===== src/rtl/entrada_jogada.sv =====
// entrada_jogada: button front-end for the memory game.
// Synchronises the four raw buttons, debounces them, and accepts at most one
// one-hot play per press/release cycle. The accepted play is held on a
// registered bus and announced with a one-cycle strobe; non-one-hot patterns
// raise a separate one-cycle strobe instead.
module entrada_jogada #(
  parameter int DEBOUNCE_CYCLES = 5
) (
  input  logic       clock,
  input  logic       reset,
  input  logic [3:0] botoes,
  input  logic       habilita,
  input  logic       limpa,
  output logic [3:0] jogada,
  output logic       tem_jogada,
  output logic       jogada_invalida,
  output logic [1:0] db_estado,
  output logic [3:0] db_botoes
);

  typedef enum logic [1:0] {
    OCIOSO        = 2'b00,
    FILTRANDO     = 2'b01,
    REGISTRA      = 2'b10,
    ESPERA_SOLTAR = 2'b11
  } estado_t;

  // Last count value before a stable pattern is accepted or a release is seen.
  localparam logic [7:0] CNT_ULTIMO = 8'(DEBOUNCE_CYCLES - 1);
  // Saturation value of the counter.
  localparam logic [7:0] CNT_CHEIO  = 8'(DEBOUNCE_CYCLES);

  // True when exactly one bit of the pattern is set.
  function automatic logic eh_um_quente(input logic [3:0] v);
    return (v != 4'b0000) && ((v & (v - 4'b0001)) == 4'b0000);
  endfunction

  logic [3:0] sync1_r;
  logic [3:0] sync2_r;
  logic [7:0] cnt_r;
  logic [7:0] cnt_s;
  logic [3:0] cand_r;
  logic [3:0] cand_s;
  estado_t    estado_r;
  estado_t    estado_s;
  logic [3:0] jogada_r;
  logic [3:0] jogada_s;
  logic       tem_jogada_r;
  logic       tem_jogada_s;
  logic       invalida_r;
  logic       invalida_s;

  // Two-stage synchroniser for the asynchronous button inputs.
  always_ff @(posedge clock or negedge reset) begin
    if (!reset) begin
      sync1_r <= 4'b0000;
      sync2_r <= 4'b0000;
    end else begin
      sync1_r <= botoes;
      sync2_r <= sync1_r;
    end
  end

  // State register of the debounce FSM.
  always_ff @(posedge clock or negedge reset) begin
    if (!reset) begin
      estado_r <= OCIOSO;
    end else begin
      estado_r <= estado_s;
    end
  end

  // Datapath and output registers: counter, candidate, play bus and strobes.
  always_ff @(posedge clock or negedge reset) begin
    if (!reset) begin
      cnt_r        <= 8'd0;
      cand_r       <= 4'b0000;
      jogada_r     <= 4'b0000;
      tem_jogada_r <= 1'b0;
      invalida_r   <= 1'b0;
    end else begin
      cnt_r        <= cnt_s;
      cand_r       <= cand_s;
      jogada_r     <= jogada_s;
      tem_jogada_r <= tem_jogada_s;
      invalida_r   <= invalida_s;
    end
  end

  // Next-state and next-datapath logic; habilita only matters on the edge
  // that enters REGISTRA, so the strobes are computed on that edge and
  // registered, making them visible during the REGISTRA cycle.
  always_comb begin
    estado_s     = estado_r;
    cnt_s        = cnt_r;
    cand_s       = cand_r;
    jogada_s     = jogada_r;
    tem_jogada_s = 1'b0;
    invalida_s   = 1'b0;

    case (estado_r)
      OCIOSO: begin
        if (sync2_r != 4'b0000) begin
          estado_s = FILTRANDO;
          cand_s   = sync2_r;
          cnt_s    = 8'd1;
        end else begin
          estado_s = OCIOSO;
        end
      end

      FILTRANDO: begin
        if (sync2_r == 4'b0000) begin
          // Too short: treated as a glitch, no output.
          estado_s = OCIOSO;
        end else if (sync2_r != cand_r) begin
          // Pattern changed while filtering: restart on the new pattern.
          cand_s = sync2_r;
          cnt_s  = 8'd1;
        end else if (cnt_r == CNT_ULTIMO) begin
          estado_s = REGISTRA;
          if (habilita && eh_um_quente(cand_r)) begin
            jogada_s     = cand_r;
            tem_jogada_s = 1'b1;
          end else if (habilita) begin
            invalida_s = 1'b1;
          end else begin
            tem_jogada_s = 1'b0;
          end
        end else begin
          cnt_s = cnt_r + 8'd1;
        end
      end

      REGISTRA: begin
        estado_s = ESPERA_SOLTAR;
        cnt_s    = 8'd0;
      end

      ESPERA_SOLTAR: begin
        if (sync2_r != 4'b0000) begin
          // Still held (or pressed again): restart the release filter.
          cnt_s = 8'd0;
        end else if (cnt_r == CNT_ULTIMO) begin
          cnt_s    = CNT_CHEIO;
          estado_s = OCIOSO;
        end else begin
          cnt_s = cnt_r + 8'd1;
        end
      end

      default: begin
        estado_s = OCIOSO;
        cnt_s    = 8'd0;
        cand_s   = 4'b0000;
      end
    endcase

    // Clear wins over a simultaneous load; the strobe is left untouched.
    if (limpa) begin
      jogada_s = 4'b0000;
    end else begin
      jogada_s = jogada_s;
    end
  end

  assign jogada          = jogada_r;
  assign tem_jogada      = tem_jogada_r;
  assign jogada_invalida = invalida_r;
  assign db_estado       = estado_r;
  assign db_botoes       = sync2_r;

endmodule


===== config.mk =====
export PLATFORM = sky130hd
export DESIGN_NAME = entrada_jogada
export DESIGN_NICKNAME = d
export VERILOG_FILES = /design/src/rtl/entrada_jogada.sv
export SDC_FILE = /design/constraint.sdc
export NUM_CORES = 1
export LEC_CHECK = 0
export ABC_AREA = 1
export BUFFER_PORTS_ARGS = -buffer_cell sky130_fd_sc_hd__buf_2
export CAP_MARGIN = 10
export CORE_UTILIZATION = 60
export DETAILED_ROUTE_END_ITERATION = 16
export PLACE_DENSITY_LB_ADDON = 0.3
export RECOVER_POWER = 50
export SYNTH_ARGS = -nofsm -noshare
export SYNTH_HDL_FRONTEND = slang
export SYNTH_SLANG_ARGS = --single-unit

===== constraint.sdc =====
create_clock -name clock -period 2.5 [get_ports clock]
set_clock_uncertainty 0.05 [all_clocks]
set_input_delay 0.375 -clock clock [delete_from_list [all_inputs] [get_ports clock]]
set_output_delay 0.375 -clock clock [all_outputs]
set_load 0.005 [all_outputs]

=== Yosys cells after proc, flatten, opt, wreduce, memory -nomap -nowiden ===
Cells that the tools add are included.

* Input port bits: 8
* Output and inout bits: 12
* Logic and storage cells: 76
* Flip-flop bits (word level): 28

* Equal/unequal tests: 15
* Bitwise operators: 1
* Add/subtract/negate cells: 2
* Reductions and logical operators: 15
* Multiplexer cells: 35

{| class="wikitable"
|+ Operator list
! kind !! count
|-
| $mux W8 || 6
|-
| $mux W4 || 9
|-
| $pmux W8 S4 || 1
|-
| $ne A2 B2 Y1 const B || 7
|-
| $mux W1 || 12
|-
| $mux W2 || 5
|-
| $ne A3 B3 Y1 const B || 3
|-
| $add A8 B1 Y8 const B || 1
|-
| $eq A8 B3 Y1 const B || 1
|-
| $logic_not A4 Y1 || 2
|-
| $pmux W2 S4 || 1
|-
| $pmux W4 S2 || 1
|-
| $reduce_and A4 Y1 || 2
|-
| $reduce_bool A2 Y1 || 4
|-
| $reduce_bool A4 Y1 || 2
|-
| $reduce_and A5 Y1 || 1
|-
| $and A4 B4 Y4 || 1
|-
| $eq A2 B2 Y1 const B || 2
|-
| $ne A4 B4 Y1 || 1
|-
| $sub A4 B1 Y4 const B || 1
|-
| $reduce_and A3 Y1 || 1
|-
| $eq A2 B1 Y1 const B || 1
|-
| $logic_and A1 B1 Y1 || 2
|-
| $logic_not A2 Y1 || 1
|}

=== Longest topological paths before layout ===
Gate-level depths: netlist of run 1.

* Depth in word-level cells: 11
* Mapped depth: 10
* Mapped depth without buffers: 10

=== Worst setup path after synthesis of run 1 ===
No wires, ideal clock.

* Kind: reg-to-reg
* From: reg cnt_r[0]
* To: reg jogada_r[0], in the netlist jogada[0]
* Slack: 1032 ps
* Library setup time: 116 ps
* Path buffers: 0
* Data arrival time: 1302 ps
* Data required time: 2334 ps
* Clock period less this slack: 1468 ps
* Stages on the path, launching flop included: 10
* Cells stage by stage: dfrtp_1 -> inv_1 -> ha_1 -> nand2_2 -> nor2_8 -> inv_4 -> o21bai_4 -> nand2_2 -> nand2_1 -> nand2_1

* Word-level cells in the longest chain between the ends: 3

{| class="wikitable"
|+ Ends and longest elaborated chain
! what !! RTL line !! text
|-
| start: declaration || 40 || <nowiki>logic [7:0] cnt_r;</nowiki>
|-
| start signal: assignment || 82 || <nowiki>cnt_r <= cnt_s;</nowiki>
|-
| $eq A8 B3 Y1 || 120 || <nowiki>end else if (cnt_r == CNT_ULTIMO) begin</nowiki>
|-
| $reduce_bool A2 Y1 (no source line) || - ||
|-
| $reduce_and A5 Y1 (no source line) || - ||
|-
| end signal: assignment || 84 || <nowiki>jogada_r <= jogada_s;</nowiki>
|-
| end: declaration || 46 || <nowiki>logic [3:0] jogada_r;</nowiki>
|}

No other way between the ends.
A chain may end at the register's enable or synchronous reset.

=== Worst setup path in the final report of run 1 ===
* From: reg cnt_r[0]
* To: reg cnt_r[3]

* Word-level cells in the longest chain between the ends: 5
* Elaborated cells between the ends (all ways): 10
* Those cells by class: 1 x add/sub; 2 x eq/ne; 6 x mux; 1 x reduce/logical

{| class="wikitable"
|+ Ends and longest elaborated chain
! what !! RTL line !! text
|-
| $add A8 B1 Y8 || 131, 148 ||
|-
| $mux W8 || 120 ||
|-
| $mux W8 || 116 || <nowiki>end else if (sync2_r != cand_r) begin</nowiki>
|-
| $mux W8 || 113 || <nowiki>if (sync2_r == 4'b0000) begin</nowiki>
|-
| $pmux W8 S4 || 101 || <nowiki>case (estado_r)</nowiki>
|}

Parallel ways exist; a longest one is shown, timed or not. The select of a mux whose other input is x is not followed.

==> out/metrics.json, run 1 <==
{
  "outcome": "completed",
  "worst_path_buf_inv": 2,
  "grt_pass1_wl_um": 5071,
  "finalNonFillerCells": 270,
  "setup-tns-final_ps": 0,
  "gp_routability_congestion": 0.8375,
  "mappedNetlistArea_um2": 1618,
  "wl_um": 3110,
  "critical_path.cell_chain": "inv_1 -> ha_1 -> nand2_2 -> nor2_8 -> inv_4 -> nor2_1 -> nor2_2 -> nand2_1 -> nand2_1",
  "placement.io_buffers": 19,
  "groute.layer.met3.usage_pct": 3.390,
  "wire_per_inst_um": 11.52,
  "timing.max_slew.rel_slack_pct": 60.62,
  "slew_viol_final": 0,
  "1st_pass_router_iterations": 4,
  "crit_required_ps": 2740,
  "core_area_um2": 2522,
  "max_slew.worst_pin.slew_ps": 590.7,
  "min_path_type": "in -> reg",
  "post_synth_num_cell_types": 25,
  "grt_max_degree": 29,
  "globalRoute.busiestLayer": "met2",
  "dr_total_vias": 1377,
  "synth_fp_nets": 226,
  "whs_path_depth": 1,
  "ant_nets_after_route": 0,
  "dp_cells": 265,
  "pin_count": 20,
  "floorplan.die.width_um": 53.93,
  "antenna-diode-count": 0,
  "clock-sinks": 28,
  "root_buffer_cell": "clkbuf_4",
  "yosysWarnings": 0,
  "clock_latency_ps": 330,
  "cp_top_family": "simple AND/OR/NAND/NOR gates",
  "detail_route.iter0.violations": 59,
  "share_of_cells_above_drive_strength_1_pct": 20.42,
  "clock_tree.htree_level_count": 1,
  "synthesis.instances": 216,
  "hold-path-endpoint": "sync1_r[2]",
  "timing.critical_path.mode_cell": "nand2_1",
  "floorplan.rows": 18,
  "regToRegSetupSlack_ps": 830,
  "drv_cap": 0,
  "filler_cell_count": 223,
  "power.leakage_nw": 0.9904,
  "fin_crit_sh_pct": 66.72,
  "timing.critical_path.slowest_cell_delay_ps": 460,
  "postLayoutSetupSlackWorst_ps": 832.0,
  "worstSetupStartpointType": "flop",
  "synth_sequential_area_ratio_pct": 43.31,
  "pwr_dens_nw_per_um2": 498.6,
  "worst_setup_hold_path_clk_slew_ps": 150,
  "grt_use_total_pct": 24.90,
  "max-vdd-ir-drop_mv": 0.4445,
  "reg2reg_depth": 9,
  "timing.final.crit_period_ps": 1668,
  "hpwl_um": 2365,
  "setup-violations-final": 0,
  "first_global_vias": 1155,
  "start_util_pct": 64.14,
  "cts_made_buffers": 3,
  "cts_tree": "built",
  "holdCritStartpoint": "botoes[2]",
  "r2r_start": "cnt_r[0]",
  "grt_overflow": 0,
  "antenna_found_initial": 0,
  "utilization_pct": 71.23,
  "rsz0062_at_grt": "false",
  "timing.critical_path.slowest_stage_cell": "dfrtp_1",
  "hold_viol_final": 0,
  "cp.arrival_ps": 1910,
  "die_outline_area_um2": 2908,
  "crit_path_end_kind": "flop",
  "critical_path.max_fanout": 8,
  "flow.area_growth_from_synthesis_pct": 11.06,
  "cts.path.max_buffers": 2,
  "synth.ff_latch_count": 28,
  "chipHeight_um": 53.93,
  "gr-usage-met2_pct": 39.30,
  "final_net_count": 251,
  "viasPerCell": 5.100,
  "pre_cts_ws_ps": 871.5,
  "worst-setup-path-type": "reg -> reg",
  "grt.met1_usage_pct": 34.46,
  "ctsResizeCount": 0,
  "fin_total_pwr_uw": 895.8,
  "crit-reg2reg-capture": "cnt_r[3]",
  "drc_violations": 0,
  "syn_area_per_cell_um2": 7.490,
  "max_freq_ghz": 0.5995
}
[registers in the layout (all words and copies together) (netlist names), named ones only]
| register | flops |
|---|---|
| db_estado | 1 |
| cnt_r | 8 |
| jogada_invalida | 1 |
| sync1_r | 4 |
| cand_r | 4 |
| db_botoes | 4 |
| tem_jogada | 1 |
| jogada | 4 |
[kinds of logic (layout without fill, tap and decap cells)]
kind of cell             after synthesis  count (layout)  share of synthesized area (%)
AND/OR/NAND/NOR                      144             144                          41.22
adder cells (fa/ha/maj)                2               2                          1.547
buffers and inverters                 28              52                          6.806
flip-flops                            28              28                          43.31
AO/OA/AOI/OAI                         14              14                          7.116
[metrics by stage]
| step | hold WS [ps] | area [um^2] |
|---|---|---|
| 2_1_floorplan | 29.41 | 1618 |
| 3_3_place_gp | 282.6 | 1750 |
| 3_5_place_dp | 286.5 | 1750 |
| 4_1_cts | 78.74 | 1797 |
| 5_1_grt | 65.60 | 1797 |
| 6_report | 83.67 | 1797 |
[layout by cell type, fill, tap and decap left out, drive strengths merged]
master	instances
nand3b	1
dlygate4sd3	1
nand2	91
nand3	20
nand4	5
nor3	1
o21ai	8
ha	2
a31oi	1
o21bai	3
buf	19
dfrtp	28
a21boi	1
inv	28
nor2	26
clkbuf	4
a21oi	1
[metal layers]
layer,up-vias,part of all wire [%],wire length (um)
met5,-,0,0
met4,0,1.5,47
met1,617,49,1533
li1,721,-,-
met2,34,45,1406
met3,5,3.9,122
[synth_stat cells]
master / count / share of area, %
o21ai_1: 4 / 1.2
a21boi_0: 1 / 0.46
nor2_8: 1 / 1.2
nor2_2: 3 / 1.2
o21bai_1: 1 / 0.46
inv_2: 7 / 1.6
dfrtp_1: 28 / 43
inv_4: 2 / 0.77
nor2_4: 3 / 2.1
o21ai_0: 3 / 0.93
a31oi_1: 1 / 0.39
inv_1: 19 / 4.4
nand3_1: 19 / 5.9
nand4_1: 5 / 1.9
nand2_1: 85 / 20
a21oi_1: 1 / 0.31
nand2_4: 2 / 1.4
nor2_1: 19 / 4.4
nand3b_1: 1 / 0.46
nor3_1: 1 / 0.31
o21ai_4: 1 / 1.0
nand3_4: 1 / 1.1
o21bai_4: 2 / 2.3
nand2_2: 4 / 1.5
ha_1: 2 / 1.5
[cell type report]
cell class | instances | area (um^2) | area share (%)
well taps | 30 | 37.54 | 2.089
flip-flops and latches | 28 | 700.7 | 39.00
inverters | 28 | 110.1 | 6.128
repair buffers | 20 | 105.1 | 5.850
multi-input cells | 160 | 807.0 | 44.92
clock buffers | 4 | 36.28 | 2.020
[worst max path at each step]
stage | from | to | slack (ps) | cells past startpoint
final | cnt_r[0] | cnt_r[3] | 830 | 9
after global routing | cnt_r[0] | cnt_r[0] | 710 | 9
after CTS | cnt_r[0] | cnt_r[3] | 840 | 9
after floorplan | cnt_r[0] | jogada[0] | 1030 | 9
after detailed placement | cnt_r[0] | cnt_r[3] | 870 | 9
after global placement | db_botoes[2] | cnt_r[1] | 930 | 7
[timing repair]
action,in CTS,in global routing
hold buffers,1,0
buffers inserted,0,0
setup endpoints to repair,0,0
endpoints found under the hold margin,28,0
[report_power, final]
| group | internal [mW] | switching [mW] |
|---|---|---|
| Combinational | 0.0605 | 0.105 |
| Sequential | 0.483 | 0.0255 |
| Clock | 0.0893 | 0.133 |
| Total | 0.632 | 0.263 |
No activity file was read; power rests on OpenSTA's default activity.
==> run 2: changes to the inputs <==
ABC_AREA = 0   (was 1)
CORE_UTILIZATION = 50   (was 60)
clock period = 1.4 ns   (was 2.5 ns; I/O delays follow)
==> out/metrics.json, run 2 <==
{
  "synth_sequential_area_ratio_pct": 49.56,
  "min_path_type": "in -> reg",
  "synth_area_leader_cell": "dfrtp_1",
  "wl_um": 4279,
  "clock_latency_ps": 320,
  "placement.io_buffers": 19,
  "grt_overflow": 0,
  "worst-setup-path-type": "reg -> reg",
  "filler_cell_count": 138,
  "timing.final.crit_period_ps": 1916,
  "synth.top_cells.by_count": "dfrtp_1, a21oi_1, nand2_1",
  "number_of_flops_mapped_to_enable_cells_by_yosys": 0,
  "most_common_cell_after_layout_fill_and_taps_aside": "buf_4",
  "wire_per_inst_um": 18.21,
  "ys_dominant_reg_cell": "dfrtp_1",
  "dr_total_vias": 1448,
  "crit_required_ps": 1560,
  "max_freq_ghz": 0.5219,
  "grt_pass1_wl_um": 5878,
  "max_slew.worst_pin.slew_ps": 693.9,
  "die_outline_area_um2": 3044,
  "timing.max_slew.rel_slack_pct": 53.74,
  "post_synth_num_cell_types": 36,
  "ant_nets_after_route": 0,
  "synthMostInstantiatedCell": "dfrtp_1",
  "largest_register": "cnt_r",
  "grt_use_total_pct": 28.10,
  "slew_viol_final": 0,
  "max-vdd-ir-drop_mv": 0.8288,
  "crit-reg2reg-capture": "jogada[2]",
  "syn_area_per_cell_um2": 10.17,
  "grt_max_degree": 29,
  "viasPerCell": 6.162,
  "chipHeight_um": 55.18,
  "cp.arrival_ps": 2080,
  "largest_register_ff_count": 8,
  "synth_fp_nets": 149,
  "utilization_pct": 84.65,
  "crit_path_end_kind": "flop",
  "final_net_count": 217,
  "regToRegSetupSlack_ps": -520,
  "hpwl_um": 2455,
  "gp_routability_congestion": 0.8429,
  "fin_crit_sh_pct": 136.9,
  "hold_viol_final": 0,
  "holdCritStartpoint": "limpa",
  "fin_total_pwr_mw": 1.545,
  "drc_violations": 0,
  "worst_setup_hold_path_clk_slew_ps": 140,
  "mappedNetlistArea_um2": 1414,
  "1st_pass_router_iterations": 4,
  "detail_route.iter0.violations": 57,
  "pin_count": 20,
  "antenna-diode-count": 0,
  "placement.cell_area_um2": 1813,
  "seqCellArea_um2": 706.9,
  "post-route-cell-area_um2": 2173,
  "worstSetupStartpointType": "flop",
  "setup-violations-final": 20,
  "yosysTopAreaCellShare_pct": 49.56,
  "pwr_dens_nw_per_um2": 710.9,
  "critical_path.max_fanout": 6,
  "netlist_top_cells_area": "dfrtp_1, a21oi_1, mux2_2",
  "r2r_start": "db_botoes[2]",
  "drv_cap": 0,
  "floorplan.rows": 18,
  "root_buffer_cell": "clkbuf_4",
  "core_area_um2": 2567,
  "clock_tree.htree_level_count": 1,
  "clock-sinks": 28,
  "timing.critical_path.to": "jogada[2]",
  "cts.path.max_buffers": 2,
  "outcome": "finished, violations left",
  "synth.ff_latch_count": 28,
  "synth_async_sr_flop_share_pct": 100.0,
  "multi_input_area_um2": 852.1,
  "postLayoutSetupSlackWorst_ps": -516.0,
  "start_util_pct": 55.07,
  "synthesis.instances": 139,
  "failed_checks": "setup timing",
  "cts_made_buffers": 3,
  "layout.cells.most_common_list": "buf_4, dfrtp_1, buf_2",
  "cts_tree": "built",
  "flow.area_growth_from_synthesis_pct": 53.72,
  "first_global_vias": 1306,
  "reg2reg_depth": 6,
  "floorplan.die.width_um": 55.18,
  "setup.worst_path.start": "db_botoes[2]",
  "share_of_cells_above_drive_strength_1_pct": 54.15,
  "rsz0062_at_grt": "true",
  "power.leakage_nw": 0.9615,
  "antenna_found_initial": 0,
  "yosysWarnings": 0
}
## run 2: cell count changes after synthesis, sizes merged, moves of 5 or more
cell / change
a21oi: +9
inv: -20
nand2: -80
nand3: -15
nor2: -20
nor3: +5
nor4: +5
o31ai: +5
or4: +6
## run 2: cells by family after synthesis
family                     count (synthesis)  share of synthesized area [%]
AOI/OAI and AO/OA                         35                          15.40
xor gates and xnor gates                   5                          3.097
adders and majority gates                  2                          1.770
buffers and inverters                     13                          3.982
DFF                                       28                          49.56
muxes                                      4                          3.186
and+or+nand+nor                           52                          23.01
## run 2: final cells by class
cell class / instances / area share, %
Multi-Input combinational cell: 98 / 39.21
Sequential cell: 28 / 32.53
Timing Repair Buffer: 68 / 24.12
Tap cell: 30 / 1.727
Inverter: 8 / 1.382
Clock buffer: 3 / 1.036
## run 2: stage by stage
| stage | instances | worst slack, ps | setup TNS, ps | hold slack [ps] |
|---|---|---|---|---|
| floorplan | 139 | -527.7 | -4936 | -135.6 |
| global placement | 219 | -404.6 | -4679 | 199.3 |
| detailed placement | 219 | -440.4 | -5765 | 205.2 |
| CTS | 230 | -475.1 | -5393 | 15.01 |
| global route | 235 | -629.0 | -7959 | 31.91 |
| finish | 235 | -516.0 | -6556 | 48.86 |
## run 2: routing by layer
layer,up-vias,share of wire [%],track usage [%]
li1,643,-,-
met4,0,2.0,7.917
met5,-,0,0
met1,714,38,34.32
met2,81,52,51.00
met3,10,7.5,4.098
## run 2: worst min path at each step
stage / end / slack [ps] / cells past startpoint
finish: jogada[2] / 50 / 2
global route: jogada[2] / 30 / 2
CTS: jogada[1] / 20 / 2
detailed placement: jogada[3] / 210 / 1
global placement: jogada[2] / 200 / 1
floorplan: asynchronous set/reset pin / -140 / 0
## run 2: timing repair
action,CTS,global route
setup buffers,4,7
cloned,0,0
pin swaps,11,10
hold buffers,5,0
endpoints found under the setup margin,21,21
hold endpoints to repair,32,0
resized for setup,22,29
## run 2: worst max-delay path: stages, from the launching register on
cell and delay (ps):
dfrtp_2 480, xor2_2 210, nor4_4 310, nand2_2 130, buf_4 170, o31ai_1 370, a21oi_4 90
## run 2: report_power, final
part           total, mW  internal, mW  switching [mW]  leakage (nW)
logic              0.344         0.157           0.187         0.598
registers          0.878         0.843          0.0354         0.350
clock network      0.323         0.101           0.222        0.0138
